### config.mk
export PLATFORM = sky130hd
export DESIGN_NAME = cordic_seq_flat
export DESIGN_NICKNAME = d
export VERILOG_FILES = /design/src/rtl/cordic_seq_if.sv /design/src/rtl/cordic_seq.sv /design/src/flat_wrapper.sv
export SDC_FILE = /design/constraint.sdc
export NUM_CORES = 1
export LEC_CHECK = 0
export ABC_AREA = 1
export BUFFER_PORTS_ARGS = -buffer_cell sky130_fd_sc_hd__buf_2
export CORE_UTILIZATION = 38
export DETAILED_ROUTE_END_ITERATION = 8
export PLACE_DENSITY = 0.7
export SYNTH_ARGS = -nofsm -noshare
export SYNTH_HDL_FRONTEND = slang
export SYNTH_SLANG_ARGS = --single-unit
### constraint.sdc
create_clock -name clk_i -period 5.1 [get_ports clk_i]
set_clock_uncertainty 0.05 [all_clocks]
set_input_delay 0 -clock clk_i [delete_from_list [all_inputs] [get_ports clk_i]]
set_output_delay 0 -clock clk_i [all_outputs]
set_load 0.02 [all_outputs]
### src/rtl/cordic_seq_if.sv
// Bundle of the operand, stage-block and result channels of the CORDIC iteration sequencer.
// The slave modport is the sequencer; the master modport is its environment.
interface cordic_seq_if #(
  parameter int WIDTH = 32
);
  logic             in_valid_i;
  logic             in_ready_o;
  logic             in_mode_i;
  logic [WIDTH-1:0] in_x_i;
  logic [WIDTH-1:0] in_y_i;
  logic [WIDTH-1:0] in_z_i;

  logic             cs_mode_o;
  logic [4:0]       cs_stage_o;
  logic [WIDTH-1:0] cs_x_o;
  logic [WIDTH-1:0] cs_y_o;
  logic [WIDTH-1:0] cs_z_o;
  logic             cs_mode_i;
  logic [WIDTH-1:0] cs_x_i;
  logic [WIDTH-1:0] cs_y_i;
  logic [WIDTH-1:0] cs_z_i;

  logic             out_valid_o;
  logic             out_ready_i;
  logic             out_mode_o;
  logic [WIDTH-1:0] out_x_o;
  logic [WIDTH-1:0] out_y_o;
  logic [WIDTH-1:0] out_z_o;

  logic             err_o;
  logic [1:0]       dbg_state_o;

  modport slave (
    input  in_valid_i, in_mode_i, in_x_i, in_y_i, in_z_i,
    output in_ready_o,
    output cs_mode_o, cs_stage_o, cs_x_o, cs_y_o, cs_z_o,
    input  cs_mode_i, cs_x_i, cs_y_i, cs_z_i,
    output out_valid_o, out_mode_o, out_x_o, out_y_o, out_z_o,
    input  out_ready_i,
    output err_o, dbg_state_o
  );

  modport master (
    output in_valid_i, in_mode_i, in_x_i, in_y_i, in_z_i,
    input  in_ready_o,
    input  cs_mode_o, cs_stage_o, cs_x_o, cs_y_o, cs_z_o,
    output cs_mode_i, cs_x_i, cs_y_i, cs_z_i,
    input  out_valid_o, out_mode_o, out_x_o, out_y_o, out_z_o,
    output out_ready_i,
    input  err_o, dbg_state_o
  );
endinterface

### src/rtl/cordic_seq.sv
// Iteration sequencer: runs one operand set through ITER passes of an external single-stage
// CORDIC block, feeding each stage result back, then presents the final vector.
// Handshakes: a transfer happens on a rising clk_i edge where valid and ready are both 1;
// valid-side data is held stable until that edge, ready may be withdrawn at any time.
module cordic_seq #(
  parameter int WIDTH     = 32,
  parameter int ITER      = 24,
  parameter int STAGE_LAT = 1
) (
  input  logic          clk_i,
  input  logic          rst_ni,
  cordic_seq_if.slave   bus
);

  localparam logic [1:0] S_IDLE  = 2'd0;
  localparam logic [1:0] S_ISSUE = 2'd1;
  localparam logic [1:0] S_WAIT  = 2'd2;
  localparam logic [1:0] S_DONE  = 2'd3;

  localparam logic [4:0] LAST_K = 5'(ITER - 1);
  localparam logic [2:0] LAT    = 3'(STAGE_LAT);

  logic [1:0]       state_q, state_d;
  logic [WIDTH-1:0] x_q, x_d, y_q, y_d, z_q, z_d;
  logic             mode_q, mode_d;
  logic [4:0]       k_q, k_d;
  logic [2:0]       wait_q, wait_d;
  logic             err_q, err_d;
  logic             ovalid_q, ovalid_d;
  logic             omode_q, omode_d;
  logic [WIDTH-1:0] ox_q, ox_d, oy_q, oy_d, oz_q, oz_d;

  always_comb begin
    state_d  = state_q;
    x_d      = x_q;
    y_d      = y_q;
    z_d      = z_q;
    mode_d   = mode_q;
    k_d      = k_q;
    wait_d   = wait_q;
    err_d    = err_q;
    ovalid_d = ovalid_q;
    omode_d  = omode_q;
    ox_d     = ox_q;
    oy_d     = oy_q;
    oz_d     = oz_q;
    case (state_q)
      S_IDLE: begin
        if (bus.in_valid_i) begin
          x_d     = bus.in_x_i;
          y_d     = bus.in_y_i;
          z_d     = bus.in_z_i;
          mode_d  = bus.in_mode_i;
          k_d     = 5'd0;
          state_d = S_ISSUE;
        end
      end
      S_ISSUE: begin
        wait_d  = LAT;
        state_d = S_WAIT;
      end
      S_WAIT: begin
        wait_d = wait_q - 3'd1;
        if (wait_q == 3'd1) begin
          x_d = bus.cs_x_i;
          y_d = bus.cs_y_i;
          z_d = bus.cs_z_i;
          if (bus.cs_mode_i != mode_q) err_d = 1'b1;
          // Compare before increment so ITER = 32 finishes without k wrapping to 0.
          if (k_q == LAST_K) begin
            state_d  = S_DONE;
            ovalid_d = 1'b1;
            omode_d  = mode_q;
            ox_d     = bus.cs_x_i;
            oy_d     = bus.cs_y_i;
            oz_d     = bus.cs_z_i;
          end else begin
            k_d     = k_q + 5'd1;
            state_d = S_ISSUE;
          end
        end
      end
      S_DONE: begin
        if (bus.out_ready_i) begin
          state_d  = S_IDLE;
          ovalid_d = 1'b0;
          omode_d  = 1'b0;
          ox_d     = '0;
          oy_d     = '0;
          oz_d     = '0;
        end
      end
      default: state_d = S_IDLE;
    endcase
  end

  always_ff @(posedge clk_i or negedge rst_ni) begin
    if (!rst_ni) begin
      state_q  <= S_IDLE;
      x_q      <= '0;
      y_q      <= '0;
      z_q      <= '0;
      mode_q   <= 1'b0;
      k_q      <= 5'd0;
      wait_q   <= 3'd0;
      err_q    <= 1'b0;
      ovalid_q <= 1'b0;
      omode_q  <= 1'b0;
      ox_q     <= '0;
      oy_q     <= '0;
      oz_q     <= '0;
    end else begin
      state_q  <= state_d;
      x_q      <= x_d;
      y_q      <= y_d;
      z_q      <= z_d;
      mode_q   <= mode_d;
      k_q      <= k_d;
      wait_q   <= wait_d;
      err_q    <= err_d;
      ovalid_q <= ovalid_d;
      omode_q  <= omode_d;
      ox_q     <= ox_d;
      oy_q     <= oy_d;
      oz_q     <= oz_d;
    end
  end

  // Working registers drive the stage block directly; they only move on capture, so they hold through WAIT.
  assign bus.cs_x_o      = x_q;
  assign bus.cs_y_o      = y_q;
  assign bus.cs_z_o      = z_q;
  assign bus.cs_mode_o   = mode_q;
  assign bus.cs_stage_o  = k_q;

  assign bus.in_ready_o  = (state_q == S_IDLE);
  assign bus.out_valid_o = ovalid_q;
  assign bus.out_mode_o  = omode_q;
  assign bus.out_x_o     = ox_q;
  assign bus.out_y_o     = oy_q;
  assign bus.out_z_o     = oz_q;
  assign bus.err_o       = err_q;
  assign bus.dbg_state_o = state_q;

endmodule
### src/flat_wrapper.sv
// flat-port wrapper written by rule: the top's interface ports become plain ports
module cordic_seq_flat 
#(
  parameter int WIDTH     = 32,
  parameter int ITER      = 24,
  parameter int STAGE_LAT = 1
)
  (clk_i, rst_ni, bus_in_valid_i, bus_in_mode_i, bus_in_x_i, bus_in_y_i, bus_in_z_i, bus_in_ready_o, bus_cs_mode_o, bus_cs_stage_o, bus_cs_x_o, bus_cs_y_o, bus_cs_z_o, bus_cs_mode_i, bus_cs_x_i, bus_cs_y_i, bus_cs_z_i, bus_out_valid_o, bus_out_mode_o, bus_out_x_o, bus_out_y_o, bus_out_z_o, bus_out_ready_i, bus_err_o, bus_dbg_state_o);
  cordic_seq_if #(.WIDTH(WIDTH)) bus_i ();
  input  logic clk_i;
  input  logic rst_ni;
  input wire logic [$bits(bus_i.in_valid_i)-1:0] bus_in_valid_i;
  input wire logic [$bits(bus_i.in_mode_i)-1:0] bus_in_mode_i;
  input wire logic [$bits(bus_i.in_x_i)-1:0] bus_in_x_i;
  input wire logic [$bits(bus_i.in_y_i)-1:0] bus_in_y_i;
  input wire logic [$bits(bus_i.in_z_i)-1:0] bus_in_z_i;
  output wire logic [$bits(bus_i.in_ready_o)-1:0] bus_in_ready_o;
  output wire logic [$bits(bus_i.cs_mode_o)-1:0] bus_cs_mode_o;
  output wire logic [$bits(bus_i.cs_stage_o)-1:0] bus_cs_stage_o;
  output wire logic [$bits(bus_i.cs_x_o)-1:0] bus_cs_x_o;
  output wire logic [$bits(bus_i.cs_y_o)-1:0] bus_cs_y_o;
  output wire logic [$bits(bus_i.cs_z_o)-1:0] bus_cs_z_o;
  input wire logic [$bits(bus_i.cs_mode_i)-1:0] bus_cs_mode_i;
  input wire logic [$bits(bus_i.cs_x_i)-1:0] bus_cs_x_i;
  input wire logic [$bits(bus_i.cs_y_i)-1:0] bus_cs_y_i;
  input wire logic [$bits(bus_i.cs_z_i)-1:0] bus_cs_z_i;
  output wire logic [$bits(bus_i.out_valid_o)-1:0] bus_out_valid_o;
  output wire logic [$bits(bus_i.out_mode_o)-1:0] bus_out_mode_o;
  output wire logic [$bits(bus_i.out_x_o)-1:0] bus_out_x_o;
  output wire logic [$bits(bus_i.out_y_o)-1:0] bus_out_y_o;
  output wire logic [$bits(bus_i.out_z_o)-1:0] bus_out_z_o;
  input wire logic [$bits(bus_i.out_ready_i)-1:0] bus_out_ready_i;
  output wire logic [$bits(bus_i.err_o)-1:0] bus_err_o;
  output wire logic [$bits(bus_i.dbg_state_o)-1:0] bus_dbg_state_o;
  assign bus_i.in_valid_i = bus_in_valid_i;
  assign bus_i.in_mode_i = bus_in_mode_i;
  assign bus_i.in_x_i = bus_in_x_i;
  assign bus_i.in_y_i = bus_in_y_i;
  assign bus_i.in_z_i = bus_in_z_i;
  assign bus_in_ready_o = bus_i.in_ready_o;
  assign bus_cs_mode_o = bus_i.cs_mode_o;
  assign bus_cs_stage_o = bus_i.cs_stage_o;
  assign bus_cs_x_o = bus_i.cs_x_o;
  assign bus_cs_y_o = bus_i.cs_y_o;
  assign bus_cs_z_o = bus_i.cs_z_o;
  assign bus_i.cs_mode_i = bus_cs_mode_i;
  assign bus_i.cs_x_i = bus_cs_x_i;
  assign bus_i.cs_y_i = bus_cs_y_i;
  assign bus_i.cs_z_i = bus_cs_z_i;
  assign bus_out_valid_o = bus_i.out_valid_o;
  assign bus_out_mode_o = bus_i.out_mode_o;
  assign bus_out_x_o = bus_i.out_x_o;
  assign bus_out_y_o = bus_i.out_y_o;
  assign bus_out_z_o = bus_i.out_z_o;
  assign bus_i.out_ready_i = bus_out_ready_i;
  assign bus_err_o = bus_i.err_o;
  assign bus_dbg_state_o = bus_i.dbg_state_o;
  cordic_seq #(.WIDTH(WIDTH), .ITER(ITER), .STAGE_LAT(STAGE_LAT)) u_core (.clk_i(clk_i), .rst_ni(rst_ni), .bus(bus_i));
endmodule
==> impl_results.md <==
* Share of cells above drive strength 1 at 23.0%
* Vias at 11896
* Fill count at 1990
* CP bufs+invs at 2
* CP startpoint kind: flip-flop
* N_diodes at 0
* YS warnings at 0
* Cell family with most CP delay: simple AND/OR/NAND/NOR gates
* Die Wd at 164 microns
* Number of global-route vias before repair at 11972
* Kind of critical path: reg2reg
* Power Total at 0.00987 W
* CP Cell Sequence: inv_1 > ha_4 > buf_4 > nor2_1 > nor2_1 > nand2_4 > nor2_1 > nand2_1 > nand2_1
* Max FO, Critical Path at 97
* Slowest stage cell, crit path: nand2_4
* Pwr dens at 622 mW/mm^2
* Post-synth EDFFs at 0
* Setup TNS at 0 ps
* Initial core utilization at 39.2%
* Rel. slew slack at 18.0%
* Synthesized flop and latch total at 206
* Largest net degree at the start of global routing at 111
* GP Congestion at 0.858
* Final Max Tran Viols at 0
* TritonCTS buffer count at 24
* H-tree lvl count at 1
* DR iter-0 viols at 954
* Sequential share of the synthesized area at 51.8%
* Tmin final at 3300 ps
* Fin. Hold Viols at 0
* Biggest area consumer among synthesized cells: dfrtp_1
* DR WL/cell at 16.7 microns
* Nature of the critical path endpoint: flip-flop
* CTS sink cnt at 206
* Synth cell types at 23
* Total number of placement rows at 58
* Gr usage total at 28.5%
* Final antenna-violating net count at 0
* Status: finished, final reports clean
* Biggest cell delay along the critical path at 660 ps
* Max rail drop VDD at 0.409 mV
* Die Span Y at 164 microns
* CP Data Arrival Time at 3710 ps
* PortBufs at 401
* Slew @ Worst Pin at 1230 ps
* F_max at 0.303 GHz
* Final net count at 2199
* Post-synth top cells: nand2_1, dfrtp_1, nand3b_1
* Synth area leaders: dfrtp_1, nand2_1, nand3b_1, nand3_1, clkbuf_1
* Count leader, synth: nand2_1
* DP Area at 0.0122 sq mm
* Design Area, Final at 0.0159 sq mm
* Final period util at 64.8%
* Via density at 5.08
* Worst Hold Class: in2async
* CTS tree: built
* Area delta synth->final at 59.6%
* Full die area at 0.0268 sq mm
* Crit path top cell by count: nor2_1
* RSZ-0062 raised after global routing: no
* CTS clk-pin slew, worst paths at 60 ps
* Clk buf depth at 3
* Post-Syn Instances at 1355
* Grt ovf at 0
* Leakage Power at 9.11 nW
* Mapped cell area at 0.00995 sq mm
* Asr flop ratio synth at 100%
* Detailed placement HPWL at 21.1 mm
* Clock root buffer: clkbuf_16
* Pre-Repair DR Iteration Count at 7
* CP Data Required Time at 5510 ps
* First-pass GRT wire length at 60.4 mm
* Syn_area_per_cell at 7.34 sq um
* Core box area at 0.0254 sq mm
* Final core utilization at 62.5%
* I/O pin cnt at 402
* Residual DRC at 0
* WL final at 39.1 mm
* Initial antenna violation count at 0
* Max-cap viol count at 0
* Endpoints failing setup at 0
* Top-area cell type share of the netlist area at 51.8%
* Predominant post-synthesis flop cell: dfrtp_1
* Worst-Skew Late Latency at 520 ps
* Mapped Nets at 1559
cell usage in the layout, fill, tap and decap left out:
master / instances
o21ai_4: 1
o22ai_1: 1
bufinv_16: 4
clkbuf_16: 25
dfrtp_1: 206
nand3b_1: 70
o21bai_1: 1
a21oi_1: 2
clkbuf_1: 1
a21oi_2: 1
dlygate4sd3_1: 286
buf_2: 400
nor2_1: 41
ha_4: 1
nor2_4: 2
clkinvlp_4: 3
o21ai_0: 30
buf_4: 9
inv_2: 1
nor3_1: 1
clkbuf_8: 6
nand3_1: 35
nand2_2: 1
inv_1: 41
nand2_1: 827
xnor2_1: 1
clkinv_2: 5
ha_1: 5
buf_12: 1
inv_4: 1
nand2_4: 2
nand4_1: 1
cell families after synthesis:
group | synth area share (%)
compound gates | 1.92
xor+xnor | 0.0880
simple gates | 40.2
fa+ha+maj | 0.754
flops | 51.8
buf+inv | 5.23
worst paths after layout:
check | from | slack [ps] | cells past startpoint | endpoint
min | rst_ni | 50 | 2 | u_core.bus.cs_x_o[31]$_DFFE_PN0P_
max in group asynchronous | rst_ni | 3840 | 3 | u_core.bus.out_y_o[18]$_DFFE_PN0P_
min in group clk_i | bus_in_x_i[24] | 300 | 6 | u_core.bus.cs_x_o[24]$_DFFE_PN0P_
min reg2reg | u_core.bus.out_y_o[8]$_DFFE_PN0P_ | 410 | 2 | u_core.bus.out_y_o[8]$_DFFE_PN0P_
max | u_core.bus.dbg_state_o[0]$_DFFE_PN0P_ | 1800 | 9 | u_core.bus.cs_stage_o[4]$_DFFE_PN0P_
max reg2reg | u_core.bus.dbg_state_o[0]$_DFFE_PN0P_ | 1800 | 9 | u_core.bus.cs_stage_o[4]$_DFFE_PN0P_
repair_timing:
item / in CTS / in global routing
hold endpoints to repair: 292 / 0
setup endpoints to repair: 0 / 0
hold buffers: 286 / 0
resized for setup: 0 / 0
buffers inserted: 0 / 0
per-stage QoR:
step | setup slack (ps) | std cells | hold slack (ps)
4_1_cts | 1870 | 2342 | 94.2
3_5_place_dp | 1890 | 2013 | 91.2
3_3_place_gp | 1960 | 2013 | 86.5
6_report | 1800 | 2342 | 51.0
5_1_grt | 1610 | 2342 | 153
2_1_floorplan | 3060 | 1355 | -346
sequential cells by signal, summed over array words and instances, names as in the netlist:
| name | cells |
|---|---|
| u_core.wait_q | 3 |
| u_core.bus.cs_stage_o | 5 |
| u_core.bus.out_valid_o | 1 |
| u_core.bus.cs_z_o | 32 |
| u_core.bus.out_x_o | 32 |
| u_core.bus.out_y_o | 32 |
| u_core.bus.cs_x_o | 32 |
| u_core.bus.cs_y_o | 32 |
| u_core.bus.cs_mode_o | 1 |
| u_core.bus.out_z_o | 32 |
| u_core.bus.err_o | 1 |
| u_core.bus.out_mode_o | 1 |
| u_core.bus.dbg_state_o | 2 |
where the power goes:
| group | internal (W) | total (W) | switching (W) |
|---|---|---|---|
| combinational | 0.00172 | 0.00517 | 0.00345 |
| clock | 0.00116 | 0.00187 | 0.000709 |
| sequential | 0.00240 | 0.00283 | 0.000428 |
worst register-to-register path: stages, from the launching register on:
cell,delay [ps]
dfrtp_1,420
inv_1,150
ha_4,370
buf_4,560
nor2_1,180
nor2_1,230
nand2_4,660
nor2_1,470
nand2_1,90
nand2_1,70
metal layers:
| layer | vias to the layer above | global-route usage (%) | share of wire, % |
|---|---|---|---|
| li1 | 5407 | - | - |
| met1 | 5485 | 32.7 | 37 |
| met2 | 782 | 47.4 | 47 |
| met3 | 222 | 5.98 | 9.0 |
| met4 | 0 | 20.5 | 7.3 |
| met5 | - | 0 | 0 |
area by class of cell:
cell class                 instances  area (sq um)  area share (%)
sequential                       206          5150            32.5
tap                              330           413            2.60
clock buffer                      31           698            4.40
multi-input combinational       1023          4320            27.2
timing repair buffer             697          4970            31.3
inverter                          43           164            1.03
clock inverter                    12           168            1.06
No activity file was read; power rests on OpenSTA's default activity.
